===== src/rtl/lsu_pkg.sv =====
// rtl/lsu_pkg.sv - shared encodings, FSM states and address window defaults for the load/store unit
package lsu_pkg;

  localparam logic [1:0] SIZE_BYTE = 2'd0;
  localparam logic [1:0] SIZE_HALF = 2'd1;
  localparam logic [1:0] SIZE_WORD = 2'd2;
  localparam logic [1:0] SIZE_RSVD = 2'd3;

  localparam logic [31:0] DEFAULT_MEM_BASE  = 32'h7FFF0000;
  localparam logic [31:0] DEFAULT_MEM_LIMIT = 32'h7FFFFFFF;

  typedef enum logic [1:0] {IDLE, READ, WRITE, RESP} lsu_state_t;

  // Only the fields needed after accept: the word address lives in mem_address,
  // and word-store data goes straight to mem_write_data.
  typedef struct packed {
    logic        write;
    logic [1:0]  size;
    logic        sgn;
    logic [1:0]  offset;
    logic [15:0] wdata;
  } lsu_req_t;

endpackage


===== src/rtl/lsu_lane_mux.sv =====
// rtl/lsu_lane_mux.sv - big-endian byte/half lane select, store merge, load extension and alignment check
module lsu_lane_mux
  import lsu_pkg::*;
(
  input  logic [1:0]  offset,
  input  logic [1:0]  size,
  input  logic        is_signed,
  input  logic [31:0] rdata,
  input  logic [15:0] wdata,
  output logic [31:0] merged,
  output logic [31:0] load_data,
  output logic        misalign
);

  logic [7:0]  lane_b;
  logic [15:0] lane_h;

  always_comb begin
    merged    = rdata;
    load_data = rdata;
    misalign  = 1'b0;
    lane_b    = 8'h00;
    lane_h    = 16'h0000;
    case (size)
      SIZE_BYTE: begin
        // Offset 0 is the most significant byte.
        case (offset)
          2'd0: begin lane_b = rdata[31:24]; merged[31:24] = wdata[7:0]; end
          2'd1: begin lane_b = rdata[23:16]; merged[23:16] = wdata[7:0]; end
          2'd2: begin lane_b = rdata[15:8];  merged[15:8]  = wdata[7:0]; end
          default: begin lane_b = rdata[7:0]; merged[7:0] = wdata[7:0]; end
        endcase
        load_data = {{24{is_signed & lane_b[7]}}, lane_b};
      end
      SIZE_HALF: begin
        if (offset[1]) begin
          lane_h       = rdata[15:0];
          merged[15:0] = wdata;
        end else begin
          lane_h        = rdata[31:16];
          merged[31:16] = wdata;
        end
        load_data = {{16{is_signed & lane_h[15]}}, lane_h};
        misalign  = offset[0];
      end
      SIZE_WORD: misalign = (offset != 2'd0);
      default: ;
    endcase
  end

endmodule


===== src/rtl/load_store_unit.sv =====
// rtl/load_store_unit.sv - MEM-stage load/store initiator with sub-word RMW; LSU_BOUNDS_CHECK_EN enables address window check
module load_store_unit
  import lsu_pkg::*;
#(
  parameter int          READ_LATENCY = 1,
  parameter logic [31:0] MEM_BASE     = DEFAULT_MEM_BASE,
  parameter logic [31:0] MEM_LIMIT    = DEFAULT_MEM_LIMIT
) (
  input  logic        clk,
  input  logic        rst_n,
  input  logic        req_valid,
  output logic        req_ready,
  input  logic        req_write,
  input  logic [1:0]  req_size,
  input  logic        req_signed,
  input  logic [31:0] req_addr,
  input  logic [31:0] req_wdata,
  output logic        resp_valid,
  output logic [31:0] resp_rdata,
  output logic        resp_error,
  output logic        mem_write,
  output logic [31:0] mem_address,
  output logic [31:0] mem_write_data,
  input  logic [31:0] mem_read_data
);

  localparam logic [1:0] LAST_WAIT = 2'(READ_LATENCY - 1);
`ifdef LSU_BOUNDS_CHECK_EN
  localparam logic BOUNDS_EN = 1'b1;
`else
  localparam logic BOUNDS_EN = 1'b0;
`endif

  lsu_state_t  state_q, state_d;
  logic [1:0]  wait_q, wait_d;
  lsu_req_t    req_q, req_d;
  logic [31:0] addr_d, wdata_d, rdata_d;
  logic        err_d;

  logic [1:0]  mux_offset, mux_size;
  logic        mux_signed, misalign;
  logic [31:0] merged, load_data;
  logic        accept, out_of_bounds, req_err;

  assign req_ready  = rst_n && (state_q == IDLE);
  assign accept     = req_valid && req_ready;
  assign mem_write  = (state_q == WRITE);
  assign resp_valid = (state_q == RESP);

  // The lane mux checks alignment of the incoming request in IDLE and
  // serves the captured request in every other state.
  assign mux_offset = (state_q == IDLE) ? req_addr[1:0] : req_q.offset;
  assign mux_size   = (state_q == IDLE) ? req_size      : req_q.size;
  assign mux_signed = (state_q == IDLE) ? req_signed    : req_q.sgn;

  lsu_lane_mux u_lane_mux (
    .offset    (mux_offset),
    .size      (mux_size),
    .is_signed (mux_signed),
    .rdata     (mem_read_data),
    .wdata     (req_q.wdata),
    .merged    (merged),
    .load_data (load_data),
    .misalign  (misalign)
  );

  assign out_of_bounds = BOUNDS_EN && ((req_addr < MEM_BASE) || (req_addr > MEM_LIMIT));
  assign req_err       = misalign || (req_size == SIZE_RSVD) || out_of_bounds;

  always_comb begin
    state_d = state_q;
    wait_d  = wait_q;
    req_d   = req_q;
    addr_d  = mem_address;
    wdata_d = mem_write_data;
    rdata_d = resp_rdata;
    err_d   = resp_error;
    case (state_q)
      IDLE: begin
        if (accept) begin
          req_d   = '{write: req_write, size: req_size, sgn: req_signed,
                      offset: req_addr[1:0], wdata: req_wdata[15:0]};
          wait_d  = 2'd0;
          rdata_d = 32'h0;
          err_d   = req_err;
          if (req_err) begin
            state_d = RESP;
          end else begin
            addr_d = {req_addr[31:2], 2'b00};
            if (req_write && (req_size == SIZE_WORD)) begin
              wdata_d = req_wdata;
              state_d = WRITE;
            end else begin
              state_d = READ;
            end
          end
        end
      end
      READ: begin
        if (wait_q == LAST_WAIT) begin
          if (req_q.write) begin
            wdata_d = merged;
            state_d = WRITE;
          end else begin
            rdata_d = load_data;
            state_d = RESP;
          end
        end else begin
          wait_d = wait_q + 2'd1;
        end
      end
      WRITE:   state_d = RESP;
      RESP:    state_d = IDLE;
      default: state_d = IDLE;
    endcase
  end

  always_ff @(posedge clk or negedge rst_n) begin
    if (!rst_n) begin
      state_q        <= IDLE;
      wait_q         <= 2'd0;
      req_q          <= '0;
      mem_address    <= 32'h0;
      mem_write_data <= 32'h0;
      resp_rdata     <= 32'h0;
      resp_error     <= 1'b0;
    end else begin
      state_q        <= state_d;
      wait_q         <= wait_d;
      req_q          <= req_d;
      mem_address    <= addr_d;
      mem_write_data <= wdata_d;
      resp_rdata     <= rdata_d;
      resp_error     <= err_d;
    end
  end

endmodule


===== config.mk =====
export PLATFORM = sky130hd
export DESIGN_NAME = load_store_unit
export DESIGN_NICKNAME = d
export VERILOG_FILES = /design/src/rtl/lsu_pkg.sv /design/src/rtl/lsu_lane_mux.sv /design/src/rtl/load_store_unit.sv
export SDC_FILE = /design/constraint.sdc
export NUM_CORES = 1
export LEC_CHECK = 0
export ABC_AREA = 0
export BUFFER_PORTS_ARGS = -buffer_cell sky130_fd_sc_hd__buf_4
export CAP_MARGIN = 20
export CORE_MARGIN = 4
export CORE_UTILIZATION = 52
export DETAILED_ROUTE_END_ITERATION = 10
export GPL_TIMING_DRIVEN = 1
export HOLD_SLACK_MARGIN = 0.15
export PLACE_DENSITY_LB_ADDON = 0.15
export SLEW_MARGIN = 20
export SYNTH_ARGS = -nofsm -noshare
export SYNTH_HDL_FRONTEND = slang
export SYNTH_SLANG_ARGS = --single-unit

===== constraint.sdc =====
create_clock -name clk -period 4.3 [get_ports clk]
set_input_delay 0.43 -clock clk [delete_from_list [all_inputs] [get_ports clk]]
set_output_delay 0.43 -clock clk [all_outputs]
set_load 0.005 [all_outputs]

======== Word level (Yosys, flattened, before mapping) ========
Index checks and enable logic that the tools add are counted.
word-level totals
  bits in registers ....................... 121
  input bits .............................. 103
  output and inout bits ................... 100
operators by class
  reduce and logical (&&, ||, !) cells .... 17
  bitwise logic cells ..................... 3
  add/sub/neg operators ................... 1
  muxes and demuxes ....................... 35
  equality and inequality tests ........... 16
operator list
  operator                                                                  number
  32-bit two-way mux                                                        8
  32-bit one-hot mux with 2 select lines                                    4
  16-bit two-way mux                                                        4
  8-bit two-way mux                                                         5
  8-bit one-hot mux with 3 select lines                                     1
  2-bit two-way mux                                                         8
  2-bit equality test (second input constant)                               6
  2-bit inequality test (second input constant)                             6
  2-bit zero test                                                           4
  2-bit one-hot mux with 4 select lines                                     1
  2-bit by 1-bit equality test with 1-bit output (second input constant)    3
  3-bit AND reduction                                                       2
  6-bit AND reduction                                                       1
  2-bit one-hot mux with 2 select lines                                     1
  2-bit AND reduction                                                       2
  4-bit AND reduction                                                       1
  2-bit nonzero test                                                        2
  1-bit logical AND                                                         3
  3-bit OR reduction                                                        1
  2-bit by 1-bit adder with 2-bit output (second input constant)            1
  1-bit AND                                                                 2
  1-bit two-way mux                                                         2
  2-bit by 1-bit inequality test with 1-bit output (second input constant)  1
  1-bit one-hot mux with 2 select lines                                     1
  2 further kinds                                                           2

======== Depth between registers and ports, before layout ========
  depth after elaboration ................. 10
  depth in mapped cells ................... 16

======== Hierarchy ========
A second synthesis with hierarchy kept.
unflattened totals
  cell total of the unflattened synthesis .. 734
  area total of the unflattened synthesis .. 7795.0 sq um
by module, submodules not included
  module           seq. area each (sq um)  area an instance (sq um)  times used  cells each
  load_store_unit  3027.9                  5634.2                    1           448
  lsu_lane_mux     0.0                     2160.8                    1           286

======== Least setup slack after synthesis ========
Ideal clock, no wire load.
  path kind ............................... flip-flop to flip-flop
  from .................................... register state_q[0]
  to ...................................... register mem_address[10]
  stages on the path, launching flop included .. 14
  slack ................................... 1.331 ns
  path buffers ............................ 5
  required time ........................... 4.175 ns
  arrival ................................. 2.844 ns
  path through ............................ dfrtp_1 -> inv_1 -> ha_1 -> buf_6 -> buf_4 -> buf_4 -> mux2i_1 -> inv_1 -> ha_1 -> clkbuf_1 -> a32o_1 -> nor3_4 -> buf_6 -> mux2_2
on the way
  cells in the longest elaborated chain, start to end .. 7
  elaborated cells on any way between the ends .. 12
  those cells by class .................... eq/ne: 2; mux: 3; bitwise: 1; reduce/logical: 6
ends and longest elaborated chain
  item                                         RTL line                                      source
  start: declaration                           load_store_unit.sv:34                         lsu_state_t state_q, state_d;
  start signal: assignment                     load_store_unit.sv:128                        state_q <= state_d;
  2-bit zero test (*)                          --
  2-bit two-way mux (on tied branches)         load_store_unit.sv:53, load_store_unit.sv:52
  2-bit equality test (tied with other cells)  lsu_lane_mux.sv:24                            case (size)
  1-bit one-hot mux with 2 select lines        lsu_lane_mux.sv:24
  1-bit logical OR                             load_store_unit.sv:68                         assign req_err = misalign || (req_size == SIZE_RSVD) || out_of_bounds;
  1-bit NOT (no source line)                   --
  3-bit AND reduction (no source line) (*)     --
  end signal: assignment                       load_store_unit.sv:131                        mem_address <= addr_d;
  end: declaration                             load_store_unit.sv:22                         output logic [31:0] mem_address,
Every way passes the cells marked *; elsewhere a longest branch is shown, timed or not.
A chain may end at the register's enable or synchronous reset.

======== Final worst setup path ========
  from .................................... register state_q[0]
  to ...................................... register resp_rdata[31]
on the way
  cells in the longest elaborated chain, start to end .. 10
  elaborated cells on any way between the ends .. 27
  those cells by class .................... eq/ne: 7; mux: 11; bitwise: 2; reduce/logical: 7
ends and longest elaborated chain
  item                                         RTL line                source
  2-bit zero test                              --
  2-bit two-way mux                            load_store_unit.sv:52   assign mux_offset = (state_q == IDLE) ? req_addr[1:0] : req_q.offset;
  2-bit equality test (tied with other cells)  lsu_lane_mux.sv:27      case (offset)
  8-bit one-hot mux with 3 select lines        lsu_lane_mux.sv:27
  8-bit two-way mux                            lsu_lane_mux.sv:24
  1-bit AND                                    lsu_lane_mux.sv:33      load_data = {{24{is_signed & lane_b[7]}}, lane_b};
  32-bit one-hot mux with 2 select lines       lsu_lane_mux.sv:24
  32-bit two-way mux                           load_store_unit.sv:101  if (req_q.write) begin
  32-bit two-way mux                           load_store_unit.sv:100  if (wait_q == LAST_WAIT) begin
  32-bit one-hot mux with 2 select lines       load_store_unit.sv:78   case (state_q)
  end signal: assignment                       load_store_unit.sv:133  resp_rdata <= rdata_d;
  end: declaration                             load_store_unit.sv:19   output logic [31:0] resp_rdata,
Several ways; a longest one is shown, not always the timed one. The select of a mux whose other input is x is not followed.

==> impl_metrics.xml <==
<?xml version="1.0" encoding="UTF-8"?>
<metrics>
  <group name="clocking">
    <metric name="ctsHtreeMaxLevel" unit="">4</metric>
    <metric name="cts.root.buffer_cell" unit="">sky130_fd_sc_hd__clkbuf_16</metric>
    <metric name="cts-root-to-sink-buffers" unit="">2</metric>
    <metric name="post_cts_resize_count" unit="">0</metric>
    <metric name="tritoncts_clock_tree" unit="">built</metric>
    <metric name="tritoncts.num_buffers" unit="">17</metric>
    <metric name="clock_latency_late_sink" unit="ps">420</metric>
    <metric name="clkSinkCount" unit="">121</metric>
    <metric name="cts_post_setup_buffers_inserted" unit="">0</metric>
    <metric name="cts.clk_slew.worst_paths" unit="ps">50</metric>
  </group>
  <group name="detailed_routing">
    <metric name="drtAntennaViolNets" unit="">0</metric>
    <metric name="finalWirelength" unit="um">21880</metric>
    <metric name="vias_per_cell" unit="">6.086</metric>
    <metric name="number_of_vias_in_the_routed_layout" unit="">6530</metric>
    <metric name="drt_iter0_drc" unit="">834</metric>
    <metric name="drtPass1Iterations" unit="">6</metric>
    <metric name="drc" unit="">0</metric>
    <metric name="avgRoutedWirePerCell" unit="um">20.39</metric>
  </group>
  <group name="timing">
    <metric name="tns" unit="ps">0</metric>
    <metric name="fin_crit" unit="ps">3642</metric>
    <metric name="finClkSkew" unit="ps">9.623</metric>
    <metric name="period_share" unit="">0.8469</metric>
    <metric name="setup_violations" unit="">0</metric>
    <metric name="timing.max_slew.rel_slack" unit="">0.2735</metric>
    <metric name="slew_viol_final" unit="">0</metric>
    <metric name="actual_transition_at_the_worst_max_transition_pin" unit="ps">1086</metric>
    <metric name="max_freq" unit="MHz">274.6</metric>
    <metric name="finalHoldViolCount" unit="">0</metric>
    <metric name="rsz0062_at_grt" unit="">false</metric>
  </group>
  <group name="die">
    <metric name="die_y" unit="um">121.2</metric>
    <metric name="die-width" unit="um">121.2</metric>
    <metric name="coreArea" unit="sq um">12570</metric>
    <metric name="initial_utilization" unit="">0.5299</metric>
    <metric name="fp-row-count" unit="">41</metric>
    <metric name="io-pin-count" unit="">203</metric>
    <metric name="design.die.area" unit="sq um">14680</metric>
  </group>
  <group name="worst_setup_path">
    <metric name="worstPathBufferInverterCount" unit="">3</metric>
    <metric name="crit_slowest_cell" unit="">sky130_fd_sc_hd__o21ai_2</metric>
    <metric name="path_max_fanout" unit="">16</metric>
    <metric name="critical_path_arrival" unit="ps">3910</metric>
    <metric name="cp-start-kind" unit="">flip-flop</metric>
    <metric name="rr_endpoint" unit="">resp_rdata[31]</metric>
    <metric name="critical_path.endpoint_type" unit="">flip-flop</metric>
    <metric name="worst-r2r-setup-slack" unit="ps">660</metric>
    <metric name="worstRegToRegCells" unit="">10</metric>
    <metric name="path_class" unit="">reg -&gt; reg</metric>
    <metric name="slowest_delay" unit="ps">480</metric>
    <metric name="critPathRequiredTime" unit="ps">4560</metric>
    <metric name="critical_path.cell_chain" unit="">inv_1 &gt; ha_1 &gt; mux2i_1 &gt; ha_1 &gt; inv_1 &gt; nand2_1 &gt; buf_4 &gt; o21ai_0 &gt; o21ai_2 &gt; o21ai_0</metric>
    <metric name="reg_to_reg_critical_path_startpoint" unit="">state_q[0]</metric>
    <metric name="critPathTopFamily" unit="">adder cells</metric>
  </group>
  <group name="placed_design">
    <metric name="dp.final_hpwl" unit="um">15770</metric>
    <metric name="placer_s_final_routability_congestion_estimate" unit="">0.9048</metric>
    <metric name="placement.cell_area" unit="sq um">8193</metric>
    <metric name="dp_cells" unit="">1040</metric>
    <metric name="portBuffers" unit="">200</metric>
  </group>
  <group name="synthesis">
    <metric name="ys_warn_count" unit="">0</metric>
    <metric name="synth_top_flop_cell" unit="">sky130_fd_sc_hd__dfrtp_1</metric>
    <metric name="synthesis.instances" unit="">712</metric>
    <metric name="seq_area_frac_synth" unit="">0.4546</metric>
    <metric name="synth_cell_types" unit="">55</metric>
    <metric name="synth.cell_area" unit="sq um">6660</metric>
    <metric name="synth.area.top_cells" unit="">sky130_fd_sc_hd__dfrtp_1 (45%), sky130_fd_sc_hd__mux2_2 (9.1%), sky130_fd_sc_hd__nand2_1 (5.7%)</metric>
    <metric name="synth_largest_type_area_fraction" unit="">0.4546</metric>
    <metric name="synth_top_cell_by_area" unit="">sky130_fd_sc_hd__dfrtp_1</metric>
    <metric name="postSynthRegisterBits" unit="">121</metric>
    <metric name="synth-edff-count" unit="">0</metric>
    <metric name="synth.avg_cell_area" unit="sq um">9.354</metric>
    <metric name="async_reset_ff_frac" unit="">1.000</metric>
  </group>
  <group name="finish">
    <metric name="layoutNonFillerInstCount" unit="">1073</metric>
    <metric name="mostFrequentLayoutCell" unit="">sky130_fd_sc_hd__buf_4</metric>
    <metric name="layout-drive-gt1-share" unit="">0.3407</metric>
    <metric name="final_cell_mix" unit="">sky130_fd_sc_hd__buf_4 (213), sky130_fd_sc_hd__dfrtp_1 (121), sky130_fd_sc_hd__nand2_1 (102), sky130_fd_sc_hd__nor2_1 (70), sky130_fd_sc_hd__mux2_2 (54)</metric>
    <metric name="antenna_cells" unit="">0</metric>
    <metric name="fillCellCount" unit="">983</metric>
    <metric name="fin_area" unit="sq um">8846</metric>
    <metric name="finish.net_count" unit="">999</metric>
    <metric name="area_delta_synth_final" unit="%">32.82</metric>
  </group>
  <group name="pwr">
    <metric name="comb_power_share" unit="">0.510</metric>
    <metric name="clkPwrFrac" unit="">0.209</metric>
    <metric name="cell_internal_pwr" unit="mW">4.365</metric>
    <metric name="seqPwrFrac" unit="">0.281</metric>
    <metric name="largest_vdd_supply_drop" unit="mV">0.6234</metric>
    <metric name="power_per_cell_area" unit="nW/um^2">838.8</metric>
    <metric name="p_leak" unit="nW">4.147</metric>
    <metric name="switching_share" unit="">0.4117</metric>
    <metric name="switching_component_of_the_power" unit="mW">3.055</metric>
  </group>
  <group name="run_status">
    <metric name="run_status" unit="">finished, final reports clean</metric>
  </group>
  <group name="global_route">
    <metric name="antenna_found_initial" unit="">0</metric>
    <metric name="track_usage" unit="">0.3007</metric>
    <metric name="gr-total-overflow" unit="">0</metric>
    <metric name="grt_first_pass_wirelength" unit="um">34290</metric>
    <metric name="grt_max_degree" unit="">68</metric>
    <metric name="grt_pass1_vias" unit="">6468</metric>
  </group>
  <group name="worst_hold_path">
    <metric name="worst_hold_path_type" unit="">in -&gt; reg</metric>
    <metric name="worst_hold_path.endpoint" unit="">mem_address[7]</metric>
    <metric name="hold_path_startpoint" unit="">req_addr[7]</metric>
    <metric name="timing.hold.worst_path_depth" unit="">2</metric>
  </group>
  <group name="run">
    <metric name="max_cap_violation_count" unit="">0</metric>
  </group>
</metrics>
worst max-delay path by stage:
stage | from | to | slack [ps] | cells after the start
after floorplan | state_q[0] | mem_address[10] | 1330 | 13
after global placement | state_q[0] | mem_write_data[20] | 950 | 9
after detailed placement | state_q[0] | resp_rdata[31] | 740 | 10
after CTS | state_q[0] | resp_rdata[31] | 710 | 10
after global routing | state_q[0] | resp_rdata[31] | 330 | 10
final | state_q[0] | resp_rdata[31] | 660 | 10
routing by layer:
metal	up-vias	GRT usage	routed length, um
met5	-	0	0
met2	401	0.4713	10150
li1	2941	-	-
met1	3106	0.3842	8437
met3	82	0.07646	2192
met4	0	0.1590	1101
logic make-up after synthesis:
| kind of cell | synth area share |
|---|---|
| AND/OR/NAND/NOR | 0.1477 |
| AO/OA/AOI/OAI | 0.2168 |
| adder cells (fa/ha/maj) | 0.01503 |
| multiplexers | 0.1140 |
| buffers and inverters | 0.05129 |
| flip-flops | 0.4546 |
| other | 0.0005631 |
sequential cells by signal (all words and copies together), names as in the netlist:
name / cells
req_q: 22
mem_write_data: 32
resp_rdata: 32
wait_q: 2
state_q: 2
mem_address: 30
resp_error: 1
per-stage QoR:
| step | total power [mW] | setup slack (ps) | hold WS, ps | util |
|---|---|---|---|---|
| after global routing | 7.923 | 330.1 | 233.8 | 0.7038 |
| after global placement | 5.695 | 951.5 | 356.8 | 0.6519 |
| after floorplan | 4.382 | 1331 | 134.4 | - |
| final | 7.420 | 658.2 | 237.3 | 0.7038 |
| after CTS | 7.398 | 710.0 | 221.1 | 0.7038 |
| after detailed placement | 5.811 | 736.3 | 363.0 | 0.6519 |
area by class of cell:
cell class / count / area (sq um) / share of cell area
sequential: 121 / 3028 / 0.3423
multi-input combinational: 520 / 3298 / 0.3728
clock inverter: 11 / 192.7 / 0.02178
inverter: 14 / 52.55 / 0.005941
clock buffer: 21 / 450.4 / 0.05092
timing repair buffer: 214 / 1609 / 0.1819
tap: 172 / 215.2 / 0.02433
worst register-to-register path, cell delays in order, from the launching register on:
cell,delay (ps)
sky130_fd_sc_hd__dfrtp_1,410
sky130_fd_sc_hd__inv_1,100
sky130_fd_sc_hd__ha_1,460
sky130_fd_sc_hd__mux2i_1,380
sky130_fd_sc_hd__ha_1,420
sky130_fd_sc_hd__inv_1,280
sky130_fd_sc_hd__nand2_1,390
sky130_fd_sc_hd__buf_4,250
sky130_fd_sc_hd__o21ai_0,120
sky130_fd_sc_hd__o21ai_2,480
sky130_fd_sc_hd__o21ai_0,210
timing repair:
item,CTS,global route
hold endpoints to repair,21,0
hold buffers,1,0
setup endpoints to repair,0,0
power groups by stage:
stage | logic [mW] | registers (mW) | clock network, mW
3_5_place_dp | 3.72 | 2.09 | 0
2_1_floorplan | 2.39 | 2.00 | 0
4_1_cts | 3.75 | 2.08 | 1.57
6_report | 3.78 | 2.09 | 1.55
5_1_grt | 4.14 | 2.15 | 1.63
3_3_place_gp | 3.64 | 2.06 | 0
synth_stat cells (all sizes together), types with 9 or more instances:
library cell and count:
a21o 9, a21oi 40, a221oi 19, buf 29
clkbuf 29, dfrtp 121, inv 13, mux2 57
mux2i 11, nand2 103, nand3 29, nor2 70
o211ai 9, o21ai 58, o31ai 22
(Power assumes the default switching activity.)
